File: src/rtl/tetris_pkg.sv
// Shared op codes, FSM states, score table and LFSR helpers for the falling-piece game sequencer.
package tetris_pkg;

   typedef enum logic [2:0] {
      OP_NONE    = 3'd0,
      OP_LEFT    = 3'd1,
      OP_RIGHT   = 3'd2,
      OP_DOWN    = 3'd3,
      OP_ROTATE  = 3'd4,
      OP_GRAVITY = 3'd5,
      OP_SPAWN   = 3'd6
   } op_e;

   typedef enum logic [2:0] {
      ST_IDLE,
      ST_SPAWN,
      ST_PLAY,
      ST_CHECK,
      ST_COMMIT,
      ST_LOCK,
      ST_CLEAR,
      ST_GAMEOVER
   } state_e;

   // Pending-key bit positions, in service priority order.
   localparam int KEY_UP    = 0;
   localparam int KEY_LEFT  = 1;
   localparam int KEY_RIGHT = 2;
   localparam int KEY_DOWN  = 3;

   localparam logic [15:0] LFSR_SEED = 16'hACE1;
   // Taps 16,14,13,11 expressed as a mask over bits 15,13,12,10.
   localparam logic [15:0] LFSR_TAPS = 16'hB400;

   function automatic logic [15:0] lfsrNext(input logic [15:0] s);
      return {s[14:0], ^(s & LFSR_TAPS)};
   endfunction

   function automatic logic [3:0] shapeFromLfsr(input logic [15:0] s);
      return (s[3:0] == 4'hF) ? 4'h0 : s[3:0];
   endfunction

   function automatic logic [3:0] scorePoints(input logic [2:0] rows);
      case (rows)
         3'd1:    return 4'd1;
         3'd2:    return 4'd3;
         3'd3:    return 4'd5;
         3'd4:    return 4'd8;
         default: return 4'd0;
      endcase
   endfunction

endpackage

File: src/rtl/tetris_fall_timer.sv
// Level-dependent gravity counter; raises a sticky tick request each elapsed period.
module tetris_fall_timer
   import tetris_pkg::*;
#(
   parameter int unsigned TICK_BASE = 3500000,
   parameter int unsigned TICK_STEP = 300000
) (
   input  logic       clk_i,
   input  logic       rst_ni,
   input  logic       run_i,
   input  logic       restart_i,
   input  logic       tick_clr_i,
   input  logic [3:0] level_i,
   output logic       tick_pend_o
);

   logic [31:0] cnt_q, cnt_d;
   logic        pend_q, pend_d;
   logic [31:0] period;
   logic        wrap;

   assign period = 32'(TICK_BASE) - (32'(level_i) - 32'd1) * 32'(TICK_STEP);

   always_ff @(posedge clk_i or negedge rst_ni) begin
      if (!rst_ni) begin
         cnt_q  <= '0;
         pend_q <= 1'b0;
      end else begin
         cnt_q  <= cnt_d;
         pend_q <= pend_d;
      end
   end

   // A tick landing on an already-pending flag simply merges into it.
   always_comb begin
      wrap   = run_i && (cnt_q >= period - 32'd1);
      cnt_d  = cnt_q;
      pend_d = (pend_q & ~tick_clr_i) | wrap;
      if (restart_i) begin
         cnt_d  = '0;
         pend_d = 1'b0;
      end else if (run_i) begin
         cnt_d = wrap ? 32'd0 : cnt_q + 32'd1;
      end
   end

   assign tick_pend_o = pend_q;

endmodule

File: src/rtl/tetris_game_ctrl.sv
// Piece life-cycle sequencer: arbitrates gravity and key moves through one collision checker,
// then handles lock, line clear, scoring, levels and game over.
module tetris_game_ctrl
   import tetris_pkg::*;
#(
   parameter int unsigned TICK_BASE = 3500000,
   parameter int unsigned TICK_STEP = 300000,
   parameter int unsigned MAX_LEVEL = 10
) (
   input  logic        iVGA_CLK,
   input  logic        iRST_N,
   input  logic        start,
   input  logic        key_up,
   input  logic        key_left,
   input  logic        key_right,
   input  logic        key_down,
   output logic        chk_req,
   output logic [2:0]  chk_op,
   input  logic        chk_ack,
   input  logic        chk_hit,
   output logic        move_en,
   output logic [2:0]  move_op,
   output logic [3:0]  shape_sel,
   output logic        lock_req,
   input  logic        lock_ack,
   output logic        clear_req,
   input  logic        clear_ack,
   input  logic [2:0]  clear_cnt,
   output logic [3:0]  level,
   output logic [15:0] score,
   output logic        game_over
);

   state_e      state_q, state_d;
   op_e         op_q, op_d, chk_op_q, chk_op_d, move_op_q, move_op_d;
   logic [3:0]  pend_q, pend_d, key_prev_q, keys, key_edge, pend_svc;
   logic [15:0] lfsr_q;
   logic [3:0]  shape_q, shape_d, level_q, level_d, lines_q, lines_d;
   logic [15:0] score_q, score_d;
   logic        chk_req_q, chk_req_d, move_en_q, move_en_d;
   logic        lock_req_q, lock_req_d, clear_req_q, clear_req_d;
   logic        game_over_q, game_over_d;
   logic        tick_pend, tick_clr, timer_restart, timer_run, capture, pend_flush;
   logic        chk_done, lock_done, clear_done;
   logic [7:0]  gain;
   logic [16:0] score_sum;
   logic [4:0]  lines_sum;

   assign keys      = {key_down, key_right, key_left, key_up};
   assign key_edge  = key_prev_q & ~keys;
   assign timer_run = (state_q == ST_PLAY) || (state_q == ST_CHECK) || (state_q == ST_COMMIT);
   assign capture   = timer_run;

   tetris_fall_timer #(
      .TICK_BASE (TICK_BASE),
      .TICK_STEP (TICK_STEP)
   ) u_fall_timer (
      .clk_i       (iVGA_CLK),
      .rst_ni      (iRST_N),
      .run_i       (timer_run),
      .restart_i   (timer_restart),
      .tick_clr_i  (tick_clr),
      .level_i     (level_q),
      .tick_pend_o (tick_pend)
   );

   always_ff @(posedge iVGA_CLK or negedge iRST_N) begin
      if (!iRST_N) begin
         state_q     <= ST_IDLE;
         op_q        <= OP_NONE;
         chk_op_q    <= OP_NONE;
         move_op_q   <= OP_NONE;
         pend_q      <= '0;
         key_prev_q  <= '1;
         lfsr_q      <= LFSR_SEED;
         shape_q     <= '0;
         level_q     <= 4'd1;
         lines_q     <= '0;
         score_q     <= '0;
         chk_req_q   <= 1'b0;
         move_en_q   <= 1'b0;
         lock_req_q  <= 1'b0;
         clear_req_q <= 1'b0;
         game_over_q <= 1'b0;
      end else begin
         state_q     <= state_d;
         op_q        <= op_d;
         chk_op_q    <= chk_op_d;
         move_op_q   <= move_op_d;
         pend_q      <= pend_d;
         key_prev_q  <= keys;
         lfsr_q      <= lfsrNext(lfsr_q);
         shape_q     <= shape_d;
         level_q     <= level_d;
         lines_q     <= lines_d;
         score_q     <= score_d;
         chk_req_q   <= chk_req_d;
         move_en_q   <= move_en_d;
         lock_req_q  <= lock_req_d;
         clear_req_q <= clear_req_d;
         game_over_q <= game_over_d;
      end
   end

   // Acks only count while the matching request is actually being driven.
   assign chk_done   = chk_req_q & chk_ack;
   assign lock_done  = lock_req_q & lock_ack;
   assign clear_done = clear_req_q & clear_ack;
   assign gain       = 8'(scorePoints(clear_cnt)) * 8'(level_q);
   assign score_sum  = 17'(score_q) + 17'(gain);
   assign lines_sum  = 5'(lines_q) + 5'(clear_cnt);

   always_comb begin
      state_d       = state_q;
      op_d          = op_q;
      shape_d       = shape_q;
      level_d       = level_q;
      lines_d       = lines_q;
      score_d       = score_q;
      move_en_d     = 1'b0;
      move_op_d     = move_op_q;
      tick_clr      = 1'b0;
      timer_restart = 1'b0;
      pend_flush    = 1'b0;
      pend_svc      = '0;

      case (state_q)
         ST_IDLE, ST_GAMEOVER: begin
            if (start) begin
               state_d = ST_SPAWN;
               score_d = '0;
               level_d = 4'd1;
               lines_d = '0;
            end
         end
         ST_SPAWN: begin
            shape_d       = shapeFromLfsr(lfsr_q);
            timer_restart = 1'b1;
            pend_flush    = 1'b1;
            op_d          = OP_SPAWN;
            state_d       = ST_CHECK;
         end
         ST_PLAY: begin
            if (tick_pend) begin
               op_d    = OP_GRAVITY;
               state_d = ST_CHECK;
            end else if (pend_q[KEY_UP]) begin
               op_d    = OP_ROTATE;
               state_d = ST_CHECK;
            end else if (pend_q[KEY_LEFT]) begin
               op_d    = OP_LEFT;
               state_d = ST_CHECK;
            end else if (pend_q[KEY_RIGHT]) begin
               op_d    = OP_RIGHT;
               state_d = ST_CHECK;
            end else if (pend_q[KEY_DOWN]) begin
               op_d    = OP_DOWN;
               state_d = ST_CHECK;
            end
         end
         ST_CHECK: begin
            if (chk_done) begin
               case (op_q)
                  OP_GRAVITY: tick_clr            = 1'b1;
                  OP_ROTATE:  pend_svc[KEY_UP]    = 1'b1;
                  OP_LEFT:    pend_svc[KEY_LEFT]  = 1'b1;
                  OP_RIGHT:   pend_svc[KEY_RIGHT] = 1'b1;
                  OP_DOWN:    pend_svc[KEY_DOWN]  = 1'b1;
                  default:    ;
               endcase
               if (!chk_hit)
                  state_d = ST_COMMIT;
               else if (op_q == OP_SPAWN)
                  state_d = ST_GAMEOVER;
               else if (op_q == OP_GRAVITY || op_q == OP_DOWN)
                  state_d = ST_LOCK;
               else
                  state_d = ST_PLAY;
            end
         end
         ST_COMMIT: begin
            move_en_d = 1'b1;
            move_op_d = op_q;
            state_d   = ST_PLAY;
         end
         ST_LOCK: begin
            if (lock_done)
               state_d = ST_CLEAR;
         end
         ST_CLEAR: begin
            if (clear_done) begin
               score_d = score_sum[16] ? 16'hFFFF : score_sum[15:0];
               if (lines_sum >= 5'd10) begin
                  lines_d = 4'(lines_sum - 5'd10);
                  if (level_q < 4'(MAX_LEVEL))
                     level_d = level_q + 4'd1;
               end else begin
                  lines_d = lines_sum[3:0];
               end
               state_d = ST_SPAWN;
            end
         end
         default: state_d = ST_IDLE;
      endcase

      pend_d      = pend_flush ? 4'b0000 : ((pend_q & ~pend_svc) | (capture ? key_edge : 4'b0000));
      chk_req_d   = (state_q == ST_CHECK) && !chk_done;
      chk_op_d    = (state_q == ST_CHECK) ? op_q : chk_op_q;
      lock_req_d  = (state_q == ST_LOCK) && !lock_done;
      clear_req_d = (state_q == ST_CLEAR) && !clear_done;
      game_over_d = (state_d == ST_GAMEOVER);
   end

   assign chk_req   = chk_req_q;
   assign chk_op    = chk_op_q;
   assign move_en   = move_en_q;
   assign move_op   = move_op_q;
   assign shape_sel = shape_q;
   assign lock_req  = lock_req_q;
   assign clear_req = clear_req_q;
   assign level     = level_q;
   assign score     = score_q;
   assign game_over = game_over_q;

endmodule
File: config.mk
export PLATFORM = sky130hd
export DESIGN_NAME = tetris_game_ctrl
export DESIGN_NICKNAME = d
export VERILOG_FILES = /design/src/rtl/tetris_pkg.sv /design/src/rtl/tetris_fall_timer.sv /design/src/rtl/tetris_game_ctrl.sv
export SDC_FILE = /design/constraint.sdc
export NUM_CORES = 1
export LEC_CHECK = 0
export CAP_MARGIN = 10
export CORE_AREA = 3 3 134 149
export CTS_CLUSTER_DIAMETER = 120
export DETAILED_ROUTE_END_ITERATION = 6
export DIE_AREA = 0 0 137 152
export PLACE_DENSITY = 0.68
export REMOVE_ABC_BUFFERS = 1
export SETUP_SLACK_MARGIN = 0.2
export SYNTH_ARGS = -nofsm -noshare
export SYNTH_HDL_FRONTEND = slang
export SYNTH_HIERARCHICAL = 1
export SYNTH_SLANG_ARGS = --single-unit
File: constraint.sdc
create_clock -name iVGA_CLK -period 17 [get_ports iVGA_CLK]
set_input_delay 4.25 -clock iVGA_CLK [delete_from_list [all_inputs] [get_ports iVGA_CLK]]
set_output_delay 4.25 -clock iVGA_CLK [all_outputs]
set_load 0.01 [all_outputs]
==> results of run 1 <==
[flip-flops by register name, indices dropped and copies added (netlist names)]
name	flops
u_fall_timer/cnt_q	32
lfsr_q	16
score	16
key_prev_q	4
level	4
lines_q	4
pend_q	4
shape_sel	4
chk_op	3
move_op	3
op_q	3
state_q	3
chk_req	1
clear_req	1
game_over	1
lock_req	1
move_en	1
u_fall_timer/tick_pend_o	1
[layout make-up]
class                           instances  area [µm²]  share of cell area (%)
Clock inverter                          7        68.8                   0.678
Sequential cell                       102        2570                    25.3
Inverter                               83         312                    3.07
Multi-Input combinational cell        788        6170                    60.8
Timing Repair Buffer                   51         500                    4.93
Clock buffer                            9         225                    2.22
Tap cell                              243         304                    3.00
[per-layer routing]
metal / vias to the layer above / GRT usage (%) / routed length, µm
met5: - / 0 / 0
met4: 0 / 4.99 / 282
met3: 20 / 2.25 / 522
met2: 94 / 29.8 / 8630
met1: 3428 / 28.2 / 9400
li1: 3651 / - / -
[worst max-delay path: cells and delay by family (launching register included)]
kind	cells	cell delay [ns]
xor gates and xnor gates	1	0.19
adders and majority gates	7	2.48
AOI/OAI and AO/OA	14	2.92
and+or+nand+nor	3	1.71
buffers and inverters	7	1.41
DFF	1	0.69
[placed cells by master, fill, tap and decap left out, drive strengths merged, types with 13 or more instances in the layout]
cell type      Yosys  final
nand4             16     16
xnor2             48     48
dfrtp             89     89
and3              25     25
fa                32     32
a21o              34     34
ha               103    103
nor3              21     21
nor2              56     56
clkdlybuf4s50      0     47
dfstp             13     13
o21ai             61     61
xor2              20     20
a21oi             47     47
nand2             76     76
o211ai            21     21
inv               83     86
nand3             36     36
o21a              13     13
[cell usage after synthesis, drive strengths merged (16+ instances only)]
library cell,n,area share (%)
a21o,34,2.8
a21oi,47,2.7
and3,25,1.7
clkbuf,19,0.77
dfrtp,89,24
fa,32,6.9
ha,103,14
inv,83,3.4
nand2,76,3.1
nand3,36,2.0
nand4,16,1.2
nor2,56,2.3
nor3,21,1.2
o211ai,21,1.8
o21ai,61,3.4
xnor2,48,4.6
xor2,20,1.9
[power groups by stage]
| stage | Combinational (mW) | Sequential (mW) | Clock [mW] |
|---|---|---|---|
| finish | 0.389 | 0.310 | 0.205 |
| global route | 0.447 | 0.316 | 0.222 |
| CTS | 0.393 | 0.309 | 0.212 |
| detailed placement | 0.392 | 0.314 | 0 |
| global placement | 0.385 | 0.313 | 0 |
| floorplan | 0.286 | 0.309 | 0 |
[worst min-delay path by stage]
| stage | startpoint | end | cells past startpoint |
|---|---|---|---|
| 6_report | lfsr_q[8]$_DFF_PN0_ | lfsr_q[9]$_DFF_PN0_ | 0 |
| 5_1_grt | lfsr_q[8]$_DFF_PN0_ | lfsr_q[9]$_DFF_PN0_ | 0 |
| 4_1_cts | lfsr_q[8]$_DFF_PN0_ | lfsr_q[9]$_DFF_PN0_ | 0 |
| 3_5_place_dp | lfsr_q[14]$_DFF_PN0_ | lfsr_q[15]$_DFF_PN1_ | 0 |
| 3_3_place_gp | lfsr_q[8]$_DFF_PN0_ | lfsr_q[9]$_DFF_PN0_ | 0 |
| 2_1_floorplan | lfsr_q[8]$_DFF_PN0_ | lfsr_q[9]$_DFF_PN0_ | 0 |
[metrics by stage]
stage	hold WS [ns]	setup slack [ns]	utilization [%]
6_report	0.355	7.51	54.9
5_1_grt	0.360	6.65	54.9
4_1_cts	0.359	7.48	54.9
3_5_place_dp	0.338	7.50	53.3
3_3_place_gp	0.335	7.72	53.3
2_1_floorplan	0.331	7.37	-
[cell families (layout without fill, tap and decap cells)]
| family | Yosys count | count (layout) | share of synthesized area [%] |
|---|---|---|---|
| other | 2 | 2 | 0.0815 |
| adder cells (fa/ha/maj) | 138 | 138 | 21.3 |
| XOR/XNOR | 68 | 68 | 6.54 |
| multiplexers | 8 | 8 | 0.936 |
| AND/OR/NAND/NOR | 310 | 310 | 17.6 |
| flip-flops | 102 | 102 | 27.9 |
| buffers and inverters | 117 | 150 | 5.27 |
| AO/OA/AOI/OAI | 262 | 262 | 20.4 |
==> flow_summary_export.csv, run 1 <==
group,metric,value,unit
clock_tree,cts_setup_buffers,0,
detailed_routing,wl,18800,µm
detailed_routing,wl_per_cell,14.7,µm
power_and_ir_drop,pwr-share-seq,34.3,%
power_and_ir_drop,pwr-share-clk,22.7,%
logic_synthesis,synthCells,1007,
logic_synthesis,ys.flop_type,"dfrtp_1",
timing,maxSlewHeadroom,29.5,%
critical_path,critical_path_class,"flop to flop",
power_and_ir_drop,swShare,41.6,%
placed_design,gp_congestion,0.829,
die,core,18500,µm²
placed_design,placed_area,9850,µm²
timing,drv_slew,0,
critical_path,r2r_slack,7.51,ns
clock_tree,clk_pin_slew,0.07,ns
cells_and_area,stdcell_count,1283,
global_route,grt_pass1_vias,7041,
critical_path,cp.arrival,9.78,ns
clock_tree,clock-sinks,102,
die,die_x,137,µm
status,status,"finished, final reports clean",
logic_synthesis,synthArstFlopShare,100,%
timing,timing.final.crit_share,55.8,%
cells_and_area,fillCellCount,1729,
detailed_routing,remaining_drc_errors,0,
critical_path,cp-endpoint,"u_fall_timer/cnt_q[26]$_DFFE_PN0P_",
critical_path,cp_slowest_cell,"or3b_2",
global_route,track_usage,19.1,%
power_and_ir_drop,power_switching,0.376,mW
die,die-area,20800,µm²
detailed_routing,num_vias,7193,
clock_tree,cts_buffer_depth,2,
job,maxCapViolCount,0,
placed_design,numPortBuffers,48,
detailed_routing,vias_per_cell,5.61,
critical_path,worstReg2RegStart,"level[0]$_DFFE_PN1P_",
clock_tree,clk_latency,0.35,ns
logic_synthesis,ys_seq_elements,102,
logic_synthesis,yosysSeqAreaShare,27.9,%
die,row_count,52,
die,die_h,152,µm
critical_path,r2r_end,"u_fall_timer/cnt_q[26]$_DFFE_PN0P_",
clock_tree,cts_root_buf,"clkbuf_16",
critical_path,slowest_delay,0.71,ns
placed_design,dp_cells,1267,
placed_design,dpl.hpwl,14600,µm
logic_synthesis,syn_area,9220,µm²
cells_and_area,design_area,10100,µm²
global_route,grt_pass1_wl,33600,µm
detailed_routing,drt_iter0_drc,383,
timing,fin_crit,9.49,ns
cells_and_area,nets,1184,
worst_hold_path,hp-class,"flop to flop",
clock_tree,cts_tree,"done",
timing,worst-slew-pin-transition,1.05,ns
timing,skew,0.00809,ns
power_and_ir_drop,powerDensity,89.2,nW/µm²
timing,fmax,0.105,GHz
logic_synthesis,yosysWarnings,6,
power_and_ir_drop,p_comb_share,43.0,%
power_and_ir_drop,leakage,5.03,nW
timing,setup_tns,0,ns
detailed_routing,drt_pass1_iterations,4,
global_route,grt_max_degree,62,
power_and_ir_drop,peakVddDrop,0.0000629,V
cells_and_area,drive_gt1_share,7.40,%
clock_tree,htreeDepth,3,
critical_path,worstPathRequired,17.30,ns
power_and_ir_drop,p_int,0.528,mW
logic_synthesis,synth_edf_count,0,
clock_tree,holdBufCountCts,0,
timing,rsz0062_at_grt,"no",
logic_synthesis,syn_avg_cell_area,9.16,µm²
global_route,overflow,0,
clock_tree,cts_buffers,9,
critical_path,startpoint,"level[0]$_DFFE_PN1P_",
timing,hold_viol,0,
critical_path,end_kind,"flop",
cells_and_area,antenna_cells,0,
logic_synthesis,synth_cell_type_count,91,
power_and_ir_drop,finalPower,0.905,mW
global_route,antenna_found_initial,0,
critical_path,cp-start-kind,"flop",
die,ios,49,
cells_and_area,area_growth,10.0,%
detailed_routing,ant_nets,0,
critical_path,worstPathMaxFanout,38,
critical_path,ff2ff_path_depth,32,
clock_tree,cts_resized,0,
timing,finalSetupViolCount,0,
die,initial_core_util,49.9,%
(Power assumes the default switching activity.)
==> run 2: changes to the inputs <==
==> constraint.sdc (replaced) <==
create_clock -name iVGA_CLK -period 9.4 [get_ports iVGA_CLK]
set_input_delay 2.35 -clock iVGA_CLK [delete_from_list [all_inputs] [get_ports iVGA_CLK]]
set_output_delay 2.35 -clock iVGA_CLK [all_outputs]
set_load 0.01 [all_outputs]
==> flow_summary_export.csv, run 2 (synthesized netlist as in run 1, its figures left out) <==
group,metric,value,unit
timing,fmax,0.119,GHz
status,status,"finished, final reports clean",
critical_path,critPathBufInv,4,
clock_tree,holdBufCountCts,0,
die,die_h,152,µm
detailed_routing,num_vias,7192,
timing,skew,0.00771,ns
cells_and_area,final_common_cell,"ha_1",
global_route,grt_pass1_vias,6925,
global_route,track_usage,19.0,%
critical_path,worstPathRequired,9.69,ns
placed_design,numPortBuffers,48,
critical_path,cp-start-kind,"flop",
die,die_x,137,µm
placed_design,dp_slack,0.654,ns
die,core,18500,µm²
timing,fin_crit,8.37,ns
critical_path,crit_top_cell,"ha_1",
cells_and_area,drive_gt1_share,7.93,%
clock_tree,htreeDepth,3,
global_route,overflow,0,
timing,worst-slew-pin-transition,1.07,ns
placed_design,dpl.hpwl,14700,µm
cells_and_area,nets,1190,
timing,setup_tns,0,ns
critical_path,critical_path_class,"flop to flop",
critical_path,worstPathMaxFanout,38,
timing,maxSlewHeadroom,28.6,%
global_route,grt_pass1_wl,33400,µm
critical_path,path_delay_family,"adder cells",
die,row_count,52,
power_and_ir_drop,finalPower,1.65,mW
timing,timing.final.crit_share,89.1,%
worst_hold_path,hp-class,"flop to flop",
placed_design,dp_cells,1272,
cells_and_area,fillCellCount,1751,
cells_and_area,design_area,10200,µm²
clock_tree,clk_pin_slew,0.07,ns
job,maxCapViolCount,0,
critical_path,cp_slowest_cell,"fa_1",
detailed_routing,drt_pass1_iterations,4,
detailed_routing,wl,19200,µm
timing,rsz0062_at_grt,"no",
clock_tree,clock-sinks,102,
clock_tree,cts_buffer_depth,2,
timing,hold_viol,0,
timing,drv_slew,0,
detailed_routing,remaining_drc_errors,0,
detailed_routing,drt_iter0_drc,388,
cells_and_area,fin_util,55.2,%
die,ios,49,
clock_tree,cts_root_buf,"clkbuf_16",
clock_tree,cts_buffers,9,
power_and_ir_drop,powerDensity,162,nW/µm²
critical_path,slowest_delay,0.51,ns
cells_and_area,final_cell_mix,"103 x ha_1, 89 x dfrtp_1, 81 x inv_1, 76 x nand2_1, 55 x nor2_1",
timing,setup_slack,1.03,ns
die,initial_core_util,49.9,%
critical_path,end_kind,"flop",
cells_and_area,largest_reg_flops,32,
critical_path,cp.arrival,8.66,ns
cells_and_area,stdcell_count,1289,
detailed_routing,ant_nets,0,
timing,finalSetupViolCount,0,
global_route,grt_max_degree,82,
cells_and_area,area_growth,10.6,%
placed_design,placed_area,9890,µm²
power_and_ir_drop,leakage,5.07,nW
die,die-area,20800,µm²
cells_and_area,regMostFlops,"u_fall_timer/cnt_q",
detailed_routing,wl_per_cell,14.9,µm
cells_and_area,antenna_cells,0,
timing,hold_ws,0.355,ns
global_route,antenna_found_initial,0,
clock_tree,clk_latency,0.35,ns
placed_design,gp_congestion,0.840,
detailed_routing,vias_per_cell,5.58,
power_and_ir_drop,peakVddDrop,0.000115,V
clock_tree,cts_tree,"done",
run 2: worst paths after layout:
kind	start	endpoint	depth (start not counted)	slack [ns]
max	level[0]$_DFFE_PN1P_	u_fall_timer/cnt_q[5]$_DFFE_PN0P_	30	1.03
max in group asynchronous	iRST_N	u_fall_timer/cnt_q[22]$_DFFE_PN0P_	2	6.22
min reg2reg	lfsr_q[8]$_DFF_PN0_	lfsr_q[9]$_DFF_PN0_	0	0.35
min	lfsr_q[8]$_DFF_PN0_	lfsr_q[9]$_DFF_PN0_	0	0.35
max reg2reg	level[0]$_DFFE_PN1P_	u_fall_timer/cnt_q[5]$_DFFE_PN0P_	30	1.03
min in group asynchronous	iRST_N	clear_req$_DFF_PN0_	1	1.88
run 2: layer usage:
layer | GRT usage, % | share of wire (%) | up-vias
li1 | - | - | 3675
met1 | 28.3 | 50 | 3412
met2 | 29.4 | 46 | 93
met3 | 2.84 | 3.2 | 12
met4 | 3.99 | 0.94 | 0
met5 | 0 | 0 | -
run 2: power breakdown:
part           internal [mW]  switching, mW
Clock                  0.189          0.187
Sequential             0.490         0.0693
Combinational          0.289          0.431
run 2: repair_timing:
action,CTS,global route
setup buffers,0,1
setup endpoints to repair,0,24
gates resized for setup,0,0
run 2: area by class of cell:
class / count / area (µm²) / share of cell area, %
Multi-Input combinational cell: 788 / 6170 / 60.5
Sequential cell: 102 / 2570 / 25.2
Timing Repair Buffer: 57 / 546 / 5.35
Inverter: 83 / 312 / 3.06
Tap cell: 243 / 304 / 2.98
Clock buffer: 9 / 225 / 2.21
Clock inverter: 7 / 73.8 / 0.724
run 2: worst reg2reg max path, delay by kind of cell, from the launching register on:
kind,cells,cell delay [ns]
simple gates,2,0.66
xor+xnor,4,0.92
flops,1,0.45
compound gates,13,2.51
buf+inv,4,1.19
fa+ha+maj,7,2.64
